**src/rtl/pool_pkg.sv**
```systemverilog
// pool_pkg: shared widths, pooling encodings and helpers for the norm/pool datapath
package pool_pkg;
   localparam int DWIDTH       = 8;
   localparam int NUM_LANES    = 8;
   localparam int MASK_WIDTH   = 8;
   localparam int ACC_WIDTH    = DWIDTH + 4;
   localparam int DEF_MAT_ROWS = 8;
   localparam logic [2:0] PW_1 = 3'd1;
   localparam logic [2:0] PW_2 = 3'd2;
   localparam logic [2:0] PW_4 = 3'd4;
   typedef enum logic {POOL_MAX = 1'b0, POOL_AVG = 1'b1} pool_sel_e;
   typedef enum logic [1:0] {S_IDLE, S_ACCUM, S_DONE} pool_state_e;
   // Unsupported window codes fall back to a 1x1 window.
   function automatic logic [2:0] pw_decode(input logic [2:0] w);
      return (w == PW_2 || w == PW_4) ? w : PW_1;
   endfunction
   // log2 of a decoded window width.
   function automatic logic [1:0] pw_shift(input logic [2:0] pw);
      return (pw == PW_4) ? 2'd2 : (pw == PW_2) ? 2'd1 : 2'd0;
   endfunction
endpackage

```
**src/rtl/pool_if.sv**
```systemverilog
// pool_if: configuration, skewed lane input and aligned pooled output of the pool stage
//  enable_pool, pool_select, pool_window, validity_mask : configuration (master -> slave)
//  in_data_available, inp_data[lane]                    : skewed input rows (master -> slave)
//  out_data[lane], out_data_available, done_pool        : pooled rows (slave -> master)
interface pool_if;
   import pool_pkg::*;
   logic                              enable_pool;
   logic                              pool_select;
   logic [2:0]                        pool_window;
   logic [MASK_WIDTH-1:0]             validity_mask;
   logic                              in_data_available;
   logic [NUM_LANES-1:0][DWIDTH-1:0]  inp_data;
   logic [NUM_LANES-1:0][DWIDTH-1:0]  out_data;
   logic                              out_data_available;
   logic                              done_pool;
   modport master (
      output enable_pool, pool_select, pool_window, validity_mask, in_data_available, inp_data,
      input  out_data, out_data_available, done_pool
   );
   modport slave (
      input  enable_pool, pool_select, pool_window, validity_mask, in_data_available, inp_data,
      output out_data, out_data_available, done_pool
   );
endinterface

```
**src/rtl/pool_deskew.sv**
```systemverilog
// pool_deskew: fixed-depth delay line used to realign one skewed lane
//  clk, reset : clock, synchronous active-high reset (clears the line)
//  d_i        : lane input
//  q_o        : lane input delayed by DEPTH cycles
module pool_deskew #(
   parameter int WIDTH = 8,
   parameter int DEPTH = 1
) (
   input  logic             clk,
   input  logic             reset,
   input  logic [WIDTH-1:0] d_i,
   output logic [WIDTH-1:0] q_o
);
   logic [WIDTH-1:0] pipe_q [DEPTH];
   always_ff @(posedge clk)
      if (reset) pipe_q <= '{default: '0};
      else begin
         pipe_q[0] <= d_i;
         for (int k = 1; k < DEPTH; k++) pipe_q[k] <= pipe_q[k-1];
      end
   assign q_o = pipe_q[DEPTH-1];
endmodule

```
**src/rtl/pool_stage.sv**
```systemverilog
// pool_stage: deskews 8 normalized lanes and applies PWxPW max/average pooling per tile
//  clk, reset : clock, synchronous active-high reset
//  pool_io    : pool_if.slave -- configuration, skewed lane rows in, aligned pooled rows out,
//               out_data_available pulse per pooled row, sticky done_pool at tile end
module pool_stage
   import pool_pkg::*;
#(
   parameter int MAT_ROWS = DEF_MAT_ROWS
) (
   input  logic  clk,
   input  logic  reset,
   pool_if.slave pool_io
);
   localparam int TW = $clog2(MAT_ROWS + 1);
   typedef logic signed [ACC_WIDTH-1:0] acc_t;
   logic                             clr, row_vld, first, last, accept, close;
   logic [DWIDTH-1:0]                row_data [NUM_LANES];
   pool_state_e                      state_q, state_d;
   acc_t                             acc_q [NUM_LANES];
   acc_t                             acc_d [NUM_LANES];
   acc_t                             lane_v [NUM_LANES];
   acc_t                             row_sum [NUM_LANES];
   acc_t                             row_max [NUM_LANES];
   acc_t                             win_v [NUM_LANES];
   logic [NUM_LANES-1:0][DWIDTH-1:0] out_q, out_d;
   logic                             avail_q, avail_d, done_q, done_d;
   logic [1:0]                       win_row_q, win_row_d, sh;
   logic [TW-1:0]                    tile_rows_q, tile_rows_d;
   logic [2:0]                       pw_q, pw_d, pw_cur;
   pool_sel_e                        sel_q, sel_d, sel_cur;
   // Bypass keeps the whole stage, deskew lines included, in reset.
   assign clr = reset | ~pool_io.enable_pool;
   // Lane i lags lane 0 by i cycles, so it needs NUM_LANES-i stages to line up.
   for (genvar i = 0; i < NUM_LANES; i++) begin : g_lane
      pool_deskew #(.WIDTH(DWIDTH), .DEPTH(NUM_LANES - i)) u_dsk (
         .clk(clk), .reset(clr), .d_i(pool_io.inp_data[i]), .q_o(row_data[i])
      );
   end
   pool_deskew #(.WIDTH(1), .DEPTH(NUM_LANES)) u_vld (
      .clk(clk), .reset(clr), .d_i(pool_io.in_data_available), .q_o(row_vld)
   );
   always_comb begin
      // Window width and mode are taken live on a window's first row and held after.
      first       = (win_row_q == 2'd0);
      pw_cur      = first ? pw_decode(pool_io.pool_window) : pw_q;
      sel_cur     = first ? pool_sel_e'(pool_io.pool_select) : sel_q;
      sh          = pw_shift(pw_cur);
      accept      = row_vld && state_q != S_DONE;
      last        = (tile_rows_q == TW'(MAT_ROWS - 1));
      close       = accept && ({1'b0, win_row_q} == pw_cur - 3'd1 || last);
      for (int i = 0; i < NUM_LANES; i++)
         lane_v[i] = pool_io.validity_mask[i] ? acc_t'($signed(row_data[i])) : '0;
      // Group j collects lanes whose index >> log2(PW) equals j; unused groups stay 0.
      for (int j = 0; j < NUM_LANES; j++) begin
         row_sum[j] = '0;
         row_max[j] = '0;
         for (int i = 0; i < NUM_LANES; i++)
            if ((3'(i) >> sh) == 3'(j)) begin
               row_sum[j] = row_sum[j] + lane_v[i];
               row_max[j] = ((3'(i) & (pw_cur - 3'd1)) == 3'd0 || lane_v[i] > row_max[j]) ? lane_v[i] : row_max[j];
            end
      end
      for (int j = 0; j < NUM_LANES; j++) begin
         win_v[j] = (sel_cur == POOL_AVG) ? acc_q[j] + row_sum[j]
                  : (first || row_max[j] > acc_q[j]) ? row_max[j] : acc_q[j];
         acc_d[j] = accept ? (close ? '0 : win_v[j]) : acc_q[j];
         // Average always divides by the full PW*PW, even for a truncated last window.
         out_d[j] = !close ? out_q[j]
                  : (sel_cur == POOL_AVG) ? DWIDTH'(win_v[j] >>> {sh, 1'b0}) : DWIDTH'(win_v[j]);
      end
      win_row_d   = accept ? (close ? 2'd0 : win_row_q + 2'd1) : win_row_q;
      tile_rows_d = accept ? tile_rows_q + TW'(1) : tile_rows_q;
      pw_d        = (accept && first) ? pw_cur : pw_q;
      sel_d       = (accept && first) ? sel_cur : sel_q;
      avail_d     = close;
      done_d      = done_q | (close & last);
      state_d     = accept ? (last ? S_DONE : S_ACCUM) : state_q;
   end
   always_ff @(posedge clk)
      if (clr) begin
         state_q     <= S_IDLE;
         acc_q       <= '{default: '0};
         out_q       <= '0;
         avail_q     <= 1'b0;
         done_q      <= 1'b0;
         win_row_q   <= '0;
         tile_rows_q <= '0;
         pw_q        <= PW_1;
         sel_q       <= POOL_MAX;
      end else begin
         state_q     <= state_d;
         acc_q       <= acc_d;
         out_q       <= out_d;
         avail_q     <= avail_d;
         done_q      <= done_d;
         win_row_q   <= win_row_d;
         tile_rows_q <= tile_rows_d;
         pw_q        <= pw_d;
         sel_q       <= sel_d;
      end
   assign pool_io.out_data           = pool_io.enable_pool ? out_q : pool_io.inp_data;
   assign pool_io.out_data_available = pool_io.enable_pool ? avail_q : pool_io.in_data_available;
   assign pool_io.done_pool          = pool_io.enable_pool & done_q;
endmodule

```
**src/flat_wrapper.sv**
```systemverilog
// flat-port wrapper written by rule: the top's interface ports become plain ports
module pool_stage_flat import pool_pkg::*;
#(
   parameter int MAT_ROWS = DEF_MAT_ROWS
)
  (clk, reset, pool_io_enable_pool, pool_io_pool_select, pool_io_pool_window, pool_io_validity_mask, pool_io_in_data_available, pool_io_inp_data, pool_io_out_data, pool_io_out_data_available, pool_io_done_pool);
  pool_if pool_io_i ();
  input  logic clk;
  input  logic reset;
  input wire logic [$bits(pool_io_i.enable_pool)-1:0] pool_io_enable_pool;
  input wire logic [$bits(pool_io_i.pool_select)-1:0] pool_io_pool_select;
  input wire logic [$bits(pool_io_i.pool_window)-1:0] pool_io_pool_window;
  input wire logic [$bits(pool_io_i.validity_mask)-1:0] pool_io_validity_mask;
  input wire logic [$bits(pool_io_i.in_data_available)-1:0] pool_io_in_data_available;
  input wire logic [$bits(pool_io_i.inp_data)-1:0] pool_io_inp_data;
  output wire logic [$bits(pool_io_i.out_data)-1:0] pool_io_out_data;
  output wire logic [$bits(pool_io_i.out_data_available)-1:0] pool_io_out_data_available;
  output wire logic [$bits(pool_io_i.done_pool)-1:0] pool_io_done_pool;
  assign pool_io_i.enable_pool = pool_io_enable_pool;
  assign pool_io_i.pool_select = pool_io_pool_select;
  assign pool_io_i.pool_window = pool_io_pool_window;
  assign pool_io_i.validity_mask = pool_io_validity_mask;
  assign pool_io_i.in_data_available = pool_io_in_data_available;
  assign pool_io_i.inp_data = pool_io_inp_data;
  assign pool_io_out_data = pool_io_i.out_data;
  assign pool_io_out_data_available = pool_io_i.out_data_available;
  assign pool_io_done_pool = pool_io_i.done_pool;
  pool_stage #(.MAT_ROWS(MAT_ROWS)) u_core (.clk(clk), .reset(reset), .pool_io(pool_io_i));
endmodule
```
**config.mk**
```make
export PLATFORM = sky130hd
export DESIGN_NAME = pool_stage_flat
export DESIGN_NICKNAME = d
export VERILOG_FILES = /design/src/rtl/pool_pkg.sv /design/src/rtl/pool_if.sv /design/src/rtl/pool_deskew.sv /design/src/rtl/pool_stage.sv /design/src/flat_wrapper.sv
export SDC_FILE = /design/constraint.sdc
export NUM_CORES = 2
export LEC_CHECK = 0
export CAP_MARGIN = 40
export CORE_MARGIN = 2
export CORE_UTILIZATION = 35
export DETAILED_ROUTE_END_ITERATION = 7
export PLACE_DENSITY = 0.5
export SLEW_MARGIN = 10
export SYNTH_ARGS = -nofsm -noshare
export SYNTH_HDL_FRONTEND = slang
export SYNTH_HIERARCHICAL = 1
export SYNTH_SLANG_ARGS = --single-unit
export TNS_END_PERCENT = 10
```
**constraint.sdc**
```tcl
create_clock -name clk -period 46.6 [get_ports clk]
set_clock_uncertainty 0.2 [all_clocks]
set_input_delay 4.66 -clock clk [delete_from_list [all_inputs] [get_ports clk]]
set_output_delay 4.66 -clock clk [all_outputs]
set_load 0.02 [all_outputs]
```
==> metrics.md <==
| Metric | Value |
|---|---|
| Maximum root-to-sink buffer count | `3` |
| Worst Path Required | `46.91 ns` |
| Hold Crit Start | `u_core/g_lane[0].u_dsk/pipe_q[39]$_SDFF_PP0_` |
| R2R Setup Slk | `26.20 ns` |
| Via/cell ratio | `5.38` |
| Drt first pass iters | `6` |
| Initial core utilization | `0.351` |
| Final net count | `between 5000 and 6000` |
| Worst-path clk slew | `approximately 0.06 ns` |
| Initial antenna violation count | `4` |
| Most common flop cell mapped by yosys | `dfxtp_1` |
| Fin util | `0.394` |
| Final ANT Viol Nets | `0` |
| Status | `completed` |
| CP Class | `in -> reg` |
| Worst ir drop on vdd | `22.8 uV` |
| Postcts setup bufs | `0` |
| Data arrival, critical path | `around 24 ns` |
| Number of core rows | `120` |
| Wirelength per Cell | `20.9 microns` |
| Final WS setup | `22.67 ns` |
| Setup violators final | `0` |
| DR iter-0 viols | `2256` |
| Pin count of the biggest net entering global routing | `123` |
| Worst setup EP type | `flip-flop` |
| Commonest non-fill, non-tap cell in the layout | `dfxtp_1` |
| Mapped Avg Cell Area | `8.15 sq um` |
| GP Congestion | `0.911` |
| CP Max Fanout | `48` |
| Num ports | `146` |
| Crit path largest cell delay | `~0.7 ns` |
| Post-synth EDFFs | `0` |
| Post-CTS Resized | `0` |
| Syn Std Cell Area | `around 0.037 sq mm` |
| Synthesis Warnings | `6` |
| Hold endpoint | `u_core/g_lane[0].u_dsk/pipe_q[31]$_SDFF_PP0_` |
| Critical Path Start Type | `input pin` |
| Setup WS pre-CTS | `around 22 ns` |
| Worst R2R End | `u_core/out_q[14]$_SDFFE_PP0P_` |
| Hold depth | `1` |
| Cell repeated most along the worst path | `o21a_1` |
| Via count | `about 33000` |
| Post-Place Cell Area | `0.0401 sq mm` |
| CTS tree | `built` |
| CTS Hold Buffers Added | `0` |
| Core region area | `0.107 sq mm` |
| IO Port Bufs | `between 100 and 150` |
| Leak | `0.0185 uW` |
| Hold_ws | `0.228 ns` |
| Final setup TNS | `0 ns` |
| # H-tree levels | `2` |
| Final hold viol count | `0` |
| Total gr overflow | `0` |
| DRT Wirelength | `approximately 130000 microns` |
| Wire length of the first global-routing pass | `between 150000 and 200000 microns` |
| Clock sinks | `470` |
| Die area | `0.110 sq mm` |
| CTS Root Cell | `clkbuf_16` |
| RSZ-0062 raised after global routing | `no` |
| Synth cell types | `110` |
| Synth Register Bits | `470` |
| Area grow syn2layout | `12.1%` |
| Die extent in y | `331 microns` |
| Register area share after synthesis | `0.251` |
| Synth async-reset ratio | `0` |
| Dpl hpwl | `between 90000 and 100000 microns` |
| RR Startpoint | `u_core/win_row_q[0]$_SDFFE_PP0P_` |
| Tightest Pin Transition | `~0.94 ns` |
| Most frequent cells in the layout | `dfxtp_1 (470), ha_1 (467), a21oi_1 (376), inv_1 (339), nand2_1 (328)` |
| Min Tclk post-route | `between 20 and 25 ns` |
| Top area cells in the synthesized netlist | `dfxtp_1 (25%), ha_1 (16%), a21oi_1 (5.0%), xnor2_1 (3.8%), o21ai_0 (3.7%)` |
| Share of layout cells above drive strength 1 | `0.0985` |
| Tcrit/Tclk final | `0.513` |
| Worst path slowest cell | `a22oi_1` |
| Pins Over Slew Limit | `0` |
| DR DRC count | `0` |
| Post-synth top area cell | `dfxtp_1` |
| GRT Total Usage | `0.228` |
| Number of global-route vias before repair | `31388` |
| Hold crit path type | `reg -> reg` |
| Share of the synthesized area in the top cell type | `0.251` |
| Pwr/cell area | `22.7 mW/mm^2` |
| Synth Instances | `4597` |
| Die width | `331 microns` |
| Slew HR | `0.375` |
| Inserted Clock Buffers | `54` |
| FMAX | `between 0.04 and 0.05 GHz` |
| Skew-Pair Late Insertion Delay | `0.65 ns` |
| Max-cap viol count | `0` |
| Reg2Reg Depth | `92` |
| Final Cell Area | `0.0420 sq mm` |
[how the worst max path moves through the flow]
stage	start	end	slack (ns)	depth (start not counted)
floorplan	pool_io_pool_window[1]	u_core/out_q[14]$_SDFFE_PP0P_	25.29	91
global placement	pool_io_pool_window[1]	u_core/out_q[12]$_SDFFE_PP0P_	22.20	92
detailed placement	pool_io_pool_window[1]	u_core/out_q[14]$_SDFFE_PP0P_	22.42	90
CTS	pool_io_pool_window[1]	u_core/out_q[14]$_SDFFE_PP0P_	22.94	90
global route	pool_io_pool_window[1]	u_core/out_q[14]$_SDFFE_PP0P_	21.22	90
finish	pool_io_pool_window[1]	u_core/out_q[14]$_SDFFE_PP0P_	22.67	90
[per-stage QoR]
step | total power, uW | std cells
floorplan | 480 | 4637
global placement | 514 | 5958
detailed placement | 516 | 5970
CTS | 967 | 6071
global route | 991 | 6071
finish | 955 | 6072
[final cells by class]
type	instances	area, sq um
multi-input combinational	3535	25500
inverter	346	1310
clock buffer	69	1460
antenna	1	2.50
tap	1403	1760
timing repair buffer	216	2110
fill	11094	64600
sequential	470	9410
clock inverter	32	402
[report_power, final]
part	total [uW]	internal, uW	switching [uW]
Clock	447	258	188
Combinational	102	39.4	62.5
Sequential	406	405	0.715
Total	955	703	252
[critical path, delay by kind of cell]
kind / cells / cell delay, ns
muxes: 1 / 0.46
and+or+nand+nor: 16 / 2.61
adders and majority gates: 8 / 2.25
xor gates and xnor gates: 1 / 0.35
buffers and inverters: 5 / 1.24
AOI/OAI and AO/OA: 59 / 12.62
[logic make-up after synthesis]
family          share of synthesized area
xor+xnor                           0.0567
simple gates                        0.178
other cells                      0.000201
flops                               0.251
compound gates                      0.239
buf+inv                            0.0743
fa+ha+maj                           0.169
mux                                0.0319
[flip-flops by register name, indices dropped and copies added (netlist names)]
| name | flops |
|---|---|
| u_core/acc_q | 96 |
| u_core/avail_q | 1 |
| u_core/done_q | 1 |
| u_core/g_lane.u_dsk/pipe_q | 224 |
| u_core/g_lane.u_dsk/q_o | 64 |
| u_core/out_q | 64 |
| u_core/pw_q | 3 |
| u_core/sel_q | 1 |
| u_core/state_q | 2 |
| u_core/tile_rows_q | 4 |
| u_core/u_vld/pipe_q | 7 |
| u_core/u_vld/q_o | 1 |
| u_core/win_row_q | 2 |
[cell usage after synthesis, types with 41 or more instances]
cell and n:
ha_1 467, buf_4 59, o21a_1 123, nand3_1 48
o21bai_1 79, dfxtp_1 470, mux2_2 81, buf_1 41
xnor2_1 162, nor2b_1 195, nor2_1 321, nand2_1 330
a21o_1 140, nor2b_2 143, xor2_1 76, nand4_1 41
a21oi_1 377, a22oi_1 42, inv_1 339, nor3_1 59
clkbuf_1 154, o211ai_1 41, o21ai_0 279
[per-layer routing]
layer | track usage | vias up | wire length (microns)
li1 | - | 16064 | -
met1 | 0.319 | 15553 | 59500
met2 | 0.369 | 875 | 57100
met3 | 0.0219 | 181 | 6620
met4 | 0.0710 | 0 | 3880
met5 | 0 | - | 0
(Power assumes the default switching activity.)
